File: src/rtl/dmem_arb_pkg.sv
// Shared types for the data-memory arbiter: FSM state encoding, requester IDs
// and the address fault rule.
package dmem_arb_pkg;

   typedef enum logic [1:0] {
      ST_IDLE   = 2'd0,
      ST_ACCESS = 2'd1,
      ST_RESP   = 2'd2
   } state_e;

   localparam logic REQ_CORE = 1'b0;
   localparam logic REQ_DMA  = 1'b1;

   // Misaligned word access, or a byte address beyond the end of the memory.
   function automatic logic addr_fault(input logic [31:0] addr, input logic [32:0] limit);
      return (addr[1:0] != 2'b00) || ({1'b0, addr} >= limit);
   endfunction

endpackage

File: src/rtl/dmem_arb_rr.sv
// Two-way round-robin pick: a lone valid requester wins, a tie goes to prio_i.
module rr_arbiter2 (
   input  logic [1:0] valid_i,
   input  logic       prio_i,
   input  logic       enable_i,
   output logic [1:0] grant_o
);

   always_comb begin
      grant_o = 2'b00;
      if (enable_i) begin
         if (valid_i == 2'b11) grant_o = prio_i ? 2'b10 : 2'b01;
         else                  grant_o = valid_i;
      end
   end

endmodule

File: src/rtl/dmem_arbiter.sv
// Two-requester arbiter/sequencer in front of data_memory (IDLE->ACCESS->RESP).
// Define DMEM_ARB_FAULT_EN to enable the misaligned/out-of-range access check.
module dmem_arbiter
   import dmem_arb_pkg::*;
#(
   parameter int unsigned MEM_DEPTH = 1024,
   parameter int unsigned PRIO_INIT = 0
) (
   input  logic        clk,
   input  logic        rst,
   // Handshake: a transfer happens on a rising edge where valid and ready are
   // both 1; valid and its payload stay stable until then, ready is combinational.
   input  logic        req0_valid,
   output logic        req0_ready,
   input  logic        req0_we,
   input  logic [31:0] req0_addr,
   input  logic [31:0] req0_wdata,
   output logic        rsp0_valid,
   input  logic        rsp0_ready,
   output logic [31:0] rsp0_rdata,
   output logic        rsp0_err,
   input  logic        req1_valid,
   output logic        req1_ready,
   input  logic        req1_we,
   input  logic [31:0] req1_addr,
   input  logic [31:0] req1_wdata,
   output logic        rsp1_valid,
   input  logic        rsp1_ready,
   output logic [31:0] rsp1_rdata,
   output logic        rsp1_err,
   output logic        mem_read,
   output logic        mem_write,
   output logic [31:0] mem_addr,
   output logic [31:0] mem_wdata,
   input  logic [31:0] mem_rdata,
   output state_e      dbg_state_o,
   output logic        dbg_prio_o
);

`ifdef DMEM_ARB_FAULT_EN
   localparam bit FAULT_EN = 1'b1;
`else
   localparam bit FAULT_EN = 1'b0;
`endif

   localparam logic [32:0] ADDR_LIMIT = 33'(MEM_DEPTH) * 33'd4;

   state_e      state_q, state_d;
   logic        prio_q, prio_d;
   logic [1:0]  grant;
   logic        accept;
   logic        win_id, win_we, win_fault;
   logic [31:0] win_addr, win_wdata;
   logic        cmd_id_q, cmd_we_q, cmd_fault_q;
   logic [31:0] mem_addr_q, mem_wdata_q;
   logic [31:0] rsp_rdata_q;
   logic        rsp_err_q;
   logic        rsp_hs;
   logic        mem_go;

   rr_arbiter2 u_rr (
      .valid_i  ({req1_valid, req0_valid}),
      .prio_i   (prio_q),
      .enable_i ((state_q == ST_IDLE) && !rst),
      .grant_o  (grant)
   );

   assign accept    = |grant;
   assign win_id    = grant[1];
   assign win_we    = win_id ? req1_we    : req0_we;
   assign win_addr  = win_id ? req1_addr  : req0_addr;
   assign win_wdata = win_id ? req1_wdata : req0_wdata;
   assign win_fault = FAULT_EN && addr_fault(win_addr, ADDR_LIMIT);
   assign rsp_hs    = (cmd_id_q == REQ_DMA) ? rsp1_ready : rsp0_ready;

   always_comb begin
      state_d = state_q;
      prio_d  = prio_q;
      case (state_q)
         ST_IDLE: begin
            if (accept) begin
               state_d = ST_ACCESS;
               prio_d  = ~win_id;
            end
         end
         ST_ACCESS: state_d = ST_RESP;
         ST_RESP:   if (rsp_hs) state_d = ST_IDLE;
         default:   state_d = ST_IDLE;
      endcase
   end

   // The command registers double as the memory address/data outputs, so they
   // change only on accept and hold their value through RESP and IDLE.
   always_ff @(posedge clk) begin
      if (rst) begin
         state_q     <= ST_IDLE;
         prio_q      <= 1'(PRIO_INIT);
         cmd_id_q    <= REQ_CORE;
         cmd_we_q    <= 1'b0;
         cmd_fault_q <= 1'b0;
         mem_addr_q  <= '0;
         mem_wdata_q <= '0;
         rsp_rdata_q <= '0;
         rsp_err_q   <= 1'b0;
      end else begin
         state_q <= state_d;
         prio_q  <= prio_d;
         if (accept) begin
            cmd_id_q    <= win_id;
            cmd_we_q    <= win_we;
            cmd_fault_q <= win_fault;
            mem_addr_q  <= win_addr;
            mem_wdata_q <= win_wdata;
         end
         if (state_q == ST_ACCESS) begin
            rsp_rdata_q <= (cmd_we_q || cmd_fault_q) ? '0 : mem_rdata;
            rsp_err_q   <= cmd_fault_q;
         end
      end
   end

   // Strobes are gated by rst so a store caught mid-access never reaches memory.
   assign mem_go     = (state_q == ST_ACCESS) && !cmd_fault_q && !rst;
   assign mem_read   = mem_go && !cmd_we_q;
   assign mem_write  = mem_go && cmd_we_q;
   assign mem_addr   = mem_addr_q;
   assign mem_wdata  = mem_wdata_q;

   assign req0_ready = grant[0];
   assign req1_ready = grant[1];

   assign rsp0_valid = (state_q == ST_RESP) && (cmd_id_q == REQ_CORE);
   assign rsp1_valid = (state_q == ST_RESP) && (cmd_id_q == REQ_DMA);
   assign rsp0_rdata = rsp0_valid ? rsp_rdata_q : '0;
   assign rsp1_rdata = rsp1_valid ? rsp_rdata_q : '0;
   assign rsp0_err   = rsp0_valid && rsp_err_q;
   assign rsp1_err   = rsp1_valid && rsp_err_q;

   assign dbg_state_o = state_q;
   assign dbg_prio_o  = prio_q;

endmodule

File: config.mk
export PLATFORM = sky130hd
export DESIGN_NAME = dmem_arbiter
export DESIGN_NICKNAME = d
export VERILOG_FILES = /design/src/rtl/dmem_arb_pkg.sv /design/src/rtl/dmem_arb_rr.sv /design/src/rtl/dmem_arbiter.sv
export SDC_FILE = /design/constraint.sdc
export NUM_CORES = 1
export LEC_CHECK = 0
export CORE_ASPECT_RATIO = 1.25
export CORE_MARGIN = 5
export CORE_UTILIZATION = 25
export CTS_BUF_LIST = sky130_fd_sc_hd__clkbuf_8
export DETAILED_ROUTE_END_ITERATION = 6
export PLACE_DENSITY = 0.56
export RECOVER_POWER = 50
export SLEW_MARGIN = 20
export SYNTH_ARGS = -nofsm -noshare
export SYNTH_HDL_FRONTEND = slang
export SYNTH_SLANG_ARGS = --single-unit
File: constraint.sdc
create_clock -name clk -period 2.95 [get_ports clk]
set_input_delay 0.295 -clock clk [delete_from_list [all_inputs] [get_ports clk]]
set_output_delay 0.295 -clock clk [all_outputs]
set_load 0.02 [all_outputs]
==> Word-level counts from Yosys, hierarchy flattened <==
Index checks and enable logic that the tools add are counted.
{ "totals": {"mem_count": 0, "out_inout_bits": 139, "ramBits": 0, "latchBits": 0, "input_bits": 168, "rom_bits": 0, "word_cells": 39, "register_bits": 101} }
{ "classes": {"div": 0, "order_cmp": 0, "n_reduce_logical": 12, "n_bitwise": 2, "addsub": 0, "muxes": 13, "shifts": 0, "n_eq_ne": 5, "n_mul": 0} }
{ "op_table": {"columns": ["operator", "count"], "rows": [
  ["32-bit two-way mux", 5],
  ["2-bit two-way mux", 5],
  ["1-bit logical AND", 6],
  ["2-bit one-hot mux with 3 select lines", 1],
  ["2-bit equality test, second input constant", 2],
  ["2-bit != test, second input constant", 2],
  ["2-bit AND reduction", 2],
  ["2-bit by 1-bit equality test with 1-bit output, second input constant", 1],
  ["1-bit logical NOT", 2],
  ["2-bit logical NOT", 1],
  ["1-bit two-way mux", 2],
  ["1-bit NOT", 2],
  ["2-bit OR reduction", 1]
]} }

==> Longest topological paths before layout <==
Gate-level depths: netlist of the first run.
{ "logic_depth": {"ltp_word": 6, "ltp_mapped": 7, "mapped_depth_nobuf": 3} }

==> Cells and area by module <==
A second synthesis of the first run with hierarchy kept.
{ "hier_totals": {"cells_unflattened": 602, "area_unflattened_um2": 5059.9} }
{ "modules_own_cells": {"columns": ["module", "n_inst", "cells_each", "area_each_um2"], "rows": [
  ["dmem_arbiter", 1, 597, 5038.6],
  ["rr_arbiter2", 1, 5, 21.3]
]} }

==> Worst setup path after synthesis of the first run <==
OpenSTA, ideal clock, no wires.
{ "synth_path": {"path_type": "reg-to-output", "start": "register state_q[1] (netlist: dbg_state_o[1])", "end": "output port rsp0_rdata[22]", "path_stages_with_launch": 5, "path_slack_ns": 1.043, "arrival_ns": 1.612, "cell_sequence": "dfxtp_1 -> nor2b_1 -> nor2b_1 -> buf_2 -> and2_1"} }
{ "synth_via": {"elab_chain_cells": 3} }
{ "synth_lines": {"columns": ["element", "line_no", "text"], "rows": [
  ["start, declared", "dmem_arbiter.sv:48", "state_e state_q, state_d;"],
  ["start signal, assigned", "dmem_arbiter.sv:106", "state_q <= state_d;"],
  ["2-bit equality test", "dmem_arbiter.sv:132", "assign rsp0_valid = (state_q == ST_RESP) && (cmd_id_q == REQ_CORE);"],
  ["1-bit logical AND", "dmem_arbiter.sv:132", null],
  ["net rsp0_valid", "dmem_arbiter.sv:18", "output logic rsp0_valid,"],
  ["32-bit two-way mux", "dmem_arbiter.sv:134", "assign rsp0_rdata = rsp0_valid ? rsp_rdata_q : '0;"],
  ["end, declared", "dmem_arbiter.sv:20", "output logic [31:0] rsp0_rdata,"]
]} }
The timed path passes the listed nets, and every way through them passes these cells.

==> Worst setup path after layout of the first run <==
{ "layout_path": {"start": "register state_q[1] (netlist: dbg_state_o[1])", "end": "output port rsp0_rdata[1]"} }
{ "layout_via": {"elab_chain_cells": 3} }
{ "layout_lines": {"columns": ["element", "line_no"], "rows": [
  ["2-bit equality test", "dmem_arbiter.sv:132"],
  ["1-bit logical AND", "dmem_arbiter.sv:132"],
  ["32-bit two-way mux", "dmem_arbiter.sv:134"]
]} }
Every way passes these cells.

==> impl_metrics.yaml, run 1 <==
cts:
  post_cts_buffers: 0
  clock_latency_ps: 390
  clkSlewWorstSetupHoldPaths_ps: 110
  cts_made_buffers: 9
  htree_num_levels: 3
  cts_tree: "built"
  ctsResizeCount: 0
  cts_buffer_depth: 2
  cts_sinks: 101
  cts_hold_buf: 0
  root_buffer: "clkbuf_8"
logic_synthesis:
  yosysWarnings: 0
  yosys.area.top_type_share: 0.387
  syn_area_um2: 5230
  synthArstFlopShare: 0
  ys_seq_elements: 101
  synth_cell_types: 29
  synth_ff_type: "dfxtp_1"
  synthTopCellsByArea: "dfxtp_1 (39%), a311oi_1 (11%), nand4_1 (7.8%)"
  syn-instance-count: 576
  synth_top_cell_by_area: "dfxtp_1"
  avgSynthCellArea_um2: 9.08
  synth_edf_count: 0
  ys_seq_area_frac: 0.387
final_layout:
  multi_input_area_um2: 2780
  fill_cells: 2041
  drive_gt1_frac: 0.0870
  regArea_um2: 2020
  final_core_util: 0.414
  nets: 991
  syn_to_final_growth_pct: 64.3
grt:
  use_met2: 0.297
  grt_max_degree: 81
  grt_most_used_layer: "met2"
  grt_antenna_before_repair: 3
  track_usage: 0.179
  grt_pass1_wl_um: 34000
  use_met1: 0.229
  use_met3: 0.0356
  grt_pass1_vias: 5460
  globalRoute.totalOverflow: 0
setup_path:
  path_max_fanout: 33
  r2r_slack_ps: 410
  crit_arrival_ps: 2260
  r2r_start: "dbg_state_o[1]"
  criticalPathCategory: "register to output pin"
  r2r_cells: 4
  worst_setup_path_end_kind: "output pin"
  start_kind: "register"
  timing.rr.end: "mem_addr[13]"
  cp.required_ps: 2650
hold_path:
  hp-start: "rst"
  min_delay_path_depth: 2
  hold_class: "input port to register"
  hold_end: "dbg_state_o[1]"
sta:
  rsz0062_at_grt: "false"
  finalHoldViolCount: 0
  maxSlewHeadroom: 0.0190
  setup-tns-final_ps: 0
  whs_ps: 232
  timing.fmax_mhz: 391
  slew_violations: 0
  fin_crit_ps: 2550
  max_slew.worst_pin.slew_ps: 1470
  period_share: 0.866
  setup_ws_ps: 395
  finalSetupViolations: 0
  fin_worst_skew_ps: 9.26
floorplan:
  initial_core_util: 0.252
  core_region_area_um2: 20700
  die_w_um: 139
  die_h_um: 172
  rows: 59
  die_area_um2: 23900
  ios: 307
run_status:
  outcome: "finished clean"
detailed_routing:
  vias: 5828
  firstDrtPassIters: 4
  drtAntennaViolNets: 0
  routed_wl_um: 23200
  wl_per_cell_um: 21.0
  drc: 0
  routed_via_density: 5.27
  drt_iter0_markers: 377
power_and_ir_drop:
  peakVddDrop_uv: 230
  power_frac_clock: 0.253
  p_leak_nw: 3.11
  p_per_area_nw_per_um2: 416
  swShare: 0.351
  p_seq_frac: 0.435
  power_frac_comb: 0.312
  p_int_mw: 2.32
  switching_power_mw: 1.25
placement:
  dp_hpwl_um: 15800
  port_buffers: 304
  dp_slack_ps: 753
  place_congestion: 0.773
job:
  maxCapViolCount: 0
==> through the flow <==
step	cell area, um2	total power, mW	std cells
2_1_floorplan	5230	2.17	577
3_3_place_gp	8440	2.75	1086
3_5_place_dp	8440	2.76	1086
4_1_cts	8630	3.67	1102
5_1_grt	8590	3.77	1105
6_report	8590	3.57	1105
==> flip-flops by register name (all words and copies together), names as in the netlist <==
signal and flops:
cmd_id_q 1, cmd_we_q 1, mem_addr 32, mem_wdata 32, rsp_rdata_q 32, dbg_prio_o 1
dbg_state_o 2
==> Yosys cell counts, types with 2 or more instances <==
| master | n |
|---|---|
| and3_1 | 32 |
| clkbuf_1 | 50 |
| nor2b_1 | 4 |
| nor2_1 | 3 |
| buf_4 | 3 |
| o21ai_1 | 2 |
| dfxtp_1 | 101 |
| a311oi_1 | 65 |
| inv_1 | 3 |
| buf_1 | 2 |
| a22o_1 | 32 |
| and2_1 | 33 |
| nand4_1 | 65 |
| buf_2 | 31 |
| o31ai_1 | 37 |
| buf_6 | 5 |
| o31ai_2 | 28 |
| a21oi_1 | 68 |
| nand3_1 | 2 |
==> power groups by stage <==
stage	clock network, mW	logic [mW]	registers, mW
floorplan	0	0.482	1.68
global placement	0	1.16	1.59
detailed placement	0	1.16	1.59
CTS	0.943	1.17	1.56
global route	1.01	1.19	1.57
finish	0.904	1.11	1.56
==> kinds of logic (layout without fill, tap and decap cells) <==
logic type / Yosys count / count (layout) / share of synthesized area
other: 1 / 5 / 0.000717
AO/OA/AOI/OAI: 232 / 232 / 0.350
multiplexers: 1 / 1 / 0.00191
flip-flops: 101 / 101 / 0.387
buffers and inverters: 94 / 345 / 0.0842
AND/OR/NAND/NOR: 147 / 147 / 0.177
==> how the worst max path moves through the flow <==
stage	start	end	slack [ps]
detailed placement	req0_valid	mem_wdata[22]	750
global placement	req0_valid	mem_wdata[22]	780
global route	dbg_state_o[0]	rsp_rdata_q[31]	180
floorplan	dbg_state_o[1]	rsp0_rdata[22]	1040
finish	dbg_state_o[1]	rsp0_rdata[1]	400
CTS	dbg_state_o[1]	rsp0_rdata[1]	350
==> critical path, cell delays in order (launching register included) <==
cell	delay [ps]
dfxtp_1	440
nor2b_1	180
nor2b_1	140
buf_4	290
and2_1	180
clkdlybuf4s50_1	640
==> metal layers <==
layer  share of wire  vias to the layer above
met5               0                        -
met1            0.42                     2790
li1                -                     2775
met4           0.025                        0
met2            0.49                      233
met3           0.064                       30
==> placed cells by master (no fill, tap or decap), drive strengths merged <==
master and n:
a21oi 68, a22o 32, a311oi 65, and2 33
and3 32, and3b 1, buf 21, clkbuf 12
clkdlybuf4s50 236, clkinv 1, clkinvlp 2, conb 2
dfxtp 101, diode 3, dlygate4sd3 66, inv 7
mux2i 1, nand2 1, nand2b 1, nand3 2
nand4 65, nor2 4, nor2b 4, nor3 1
nor3b 1, o21ai 2, o31ai 65, or2 1
or3 1
==> final cells by class <==
type	instances	area share
Timing Repair Buffer	326	0.377
Sequential cell	101	0.235
Tap cell	274	0.0399
Inverter	3	0.00131
Clock buffer	9	0.0144
Antenna cell	3	0.000874
Multi-Input combinational cell	382	0.323
Clock inverter	7	0.00772
Note: power is estimated with default switching activity, not from simulation.
==> run 2: changes to the inputs <==
Settings changed: CELL_PAD_IN_SITES_DETAIL_PLACEMENT from default to 1, CELL_PAD_IN_SITES_GLOBAL_PLACEMENT from default to 1, CORE_ASPECT_RATIO 1.25 to 1.4, PLACE_DENSITY 0.56 to 0.75.
==> run 2 against run 1 <==
Effect of this change:
- the run now ends with capacitance limit, slew limit left
- maximum frequency fell by 1.2%
- first-iteration DRC count fell by 21%
- cell count shrank 1.9%
- worst setup slack worse by 31 ps
- non-clock buffer count decreased by 2
- clock power grew 14%
- critical path type is now register to register
- critical endpoint is now mem_wdata[9]
- largest cell class unchanged
- largest power group unchanged
- highest routed layer unchanged
==> impl_metrics.yaml, run 2 (same netlist as run 1, synthesis figures left out) <==
floorplan:
  die_h_um: 181
  core_region_area_um2: 20600
  ios: 307
  die_w_um: 132
  rows: 62
  die_area_um2: 24000
  initial_core_util: 0.254
cts:
  clkSlewWorstSetupHoldPaths_ps: 110
  post_cts_buffers: 0
  ctsResizeCount: 0
  cts_sinks: 101
  cts_hold_buf: 0
  clock_latency_ps: 390
  cts_tree: "built"
  root_buffer: "clkbuf_8"
  htree_num_levels: 3
  cts_buffer_depth: 2
  cts_made_buffers: 9
detailed_routing:
  drtAntennaViolNets: 0
  drt_iter0_markers: 296
  routed_wl_um: 24400
  wl_per_cell_um: 22.5
  firstDrtPassIters: 5
  drc: 0
  vias: 5899
  routed_via_density: 5.44
final_layout:
  syn_to_final_growth_pct: 63.9
  fin_area_um2: 8570
  final_common_cell: "clkdlybuf4s50_1"
  layout_common_cells: "clkdlybuf4s50_1 (235), dfxtp_1 (101), a21oi_1 (68)"
  final_core_util: 0.417
  nets: 989
  drive_gt1_frac: 0.0788
power_and_ir_drop:
  power_frac_clock: 0.277
  p_seq_frac: 0.422
  power_frac_comb: 0.301
  swShare: 0.332
  p_per_area_nw_per_um2: 432
  switching_power_mw: 1.23
  p_leak_nw: 3.12
  p_int_mw: 2.47
  peakVddDrop_uv: 249
placement:
  dpl_cell_area_um2: 8400
  dp_hpwl_um: 16800
  port_buffers: 304
  place_congestion: 0.793
sta:
  period_share: 0.876
  timing.fmax_mhz: 387
  fin_worst_skew_ps: 16.2
  maxSlewHeadroom: -0.0356
  max_slew.worst_pin.slew_ps: 1550
  finalHoldViolCount: 0
  setup-tns-final_ps: 0
  slew_violations: 35
  rsz0062_at_grt: "false"
  finalSetupViolations: 0
  fin_crit_ps: 2590
grt:
  grt_pass1_wl_um: 36400
  grt_max_degree: 68
  grt_pass1_vias: 5920
  globalRoute.totalOverflow: 0
  track_usage: 0.190
  grt_antenna_before_repair: 3
setup_path:
  criticalPathCategory: "register to register"
  path_max_fanout: 66
  worst_setup_path_end_kind: "register"
  cpMaxStageDelayCell: "or3_1"
  cp_slowest_stage_delay_ps: 1180
  crit_chain: "or3_1, nor2_1, buf_12, a311oi_1"
  start_kind: "register"
  cp.required_ps: 3250
  crit_arrival_ps: 2880
run_status:
  violations: "capacitance limit, slew limit"
  outcome: "finished with violations"
job:
  maxCapViolCount: 1
hold_path:
  hold_class: "input port to register"
## run 2: cell types whose count changed in the layout (fill, tap and decap cells not counted), sizes merged
cell | before | now
dlygate4sd3 | 66 | 67
bufinv | 0 | 2
clkdlybuf4s50 | 236 | 235
clkinv | 1 | 0
inv | 7 | 6
clkinvlp | 2 | 1
clkbuf | 12 | 10
## run 2: area by class of cell
class                           instances  area (um2)
Multi-Input combinational cell        382        2750
Inverter                                3        11.3
Sequential cell                       101        2020
Timing Repair Buffer                  324        3240
Clock buffer                            9         124
Antenna cell                            3        7.51
Clock inverter                          6        93.8
Fill cell                            2357       12000
Tap cell                              256         320
## run 2: per-layer routing
metal  routed length, um  vias to the layer above  GRT usage
met4                 800                        0     0.0762
met3                1510                       37     0.0454
met5                   0                        -          0
met1                9630                     2867      0.227
met2               12500                      218      0.327
li1                    -                     2777          -
## run 2: critical path: cells and delay by family, from the launching register on
| family | cells | cell delay (ps) |
|---|---|---|
| AND/OR/NAND/NOR | 2 | 1400 |
| flip-flops | 1 | 440 |
| buffers and inverters | 1 | 300 |
| AO/OA/AOI/OAI | 1 | 310 |
## run 2: final timing paths
path,depth (start not counted),slack (ps),start,end
worst max-delay path,4,360,dbg_state_o[1],mem_wdata[9]
worst min-delay path,3,260,req1_valid,cmd_id_q
worst max register to register,4,360,dbg_state_o[1],mem_wdata[9]
worst min register to register,1,500,rsp_rdata_q[20],rsp_rdata_q[20]
## run 2: stage by stage
stage          cells  hold slack (ps)  total power [mW]  worst slack [ps]
2_1_floorplan    577              428              2.17              1040
3_3_place_gp    1066              469              2.75               866
3_5_place_dp    1066              475              2.77               809
4_1_cts         1081              236              3.81               359
5_1_grt         1084              251              3.89               148
6_report        1084              262              3.71               364
## run 2: power by group through the flow
stage | registers, mW | clock network (mW) | logic [mW]
4_1_cts | 1.57 | 1.07 | 1.17
2_1_floorplan | 1.68 | 0 | 0.482
3_5_place_dp | 1.60 | 0 | 1.17
6_report | 1.56 | 1.03 | 1.12
5_1_grt | 1.58 | 1.12 | 1.19
3_3_place_gp | 1.60 | 0 | 1.16
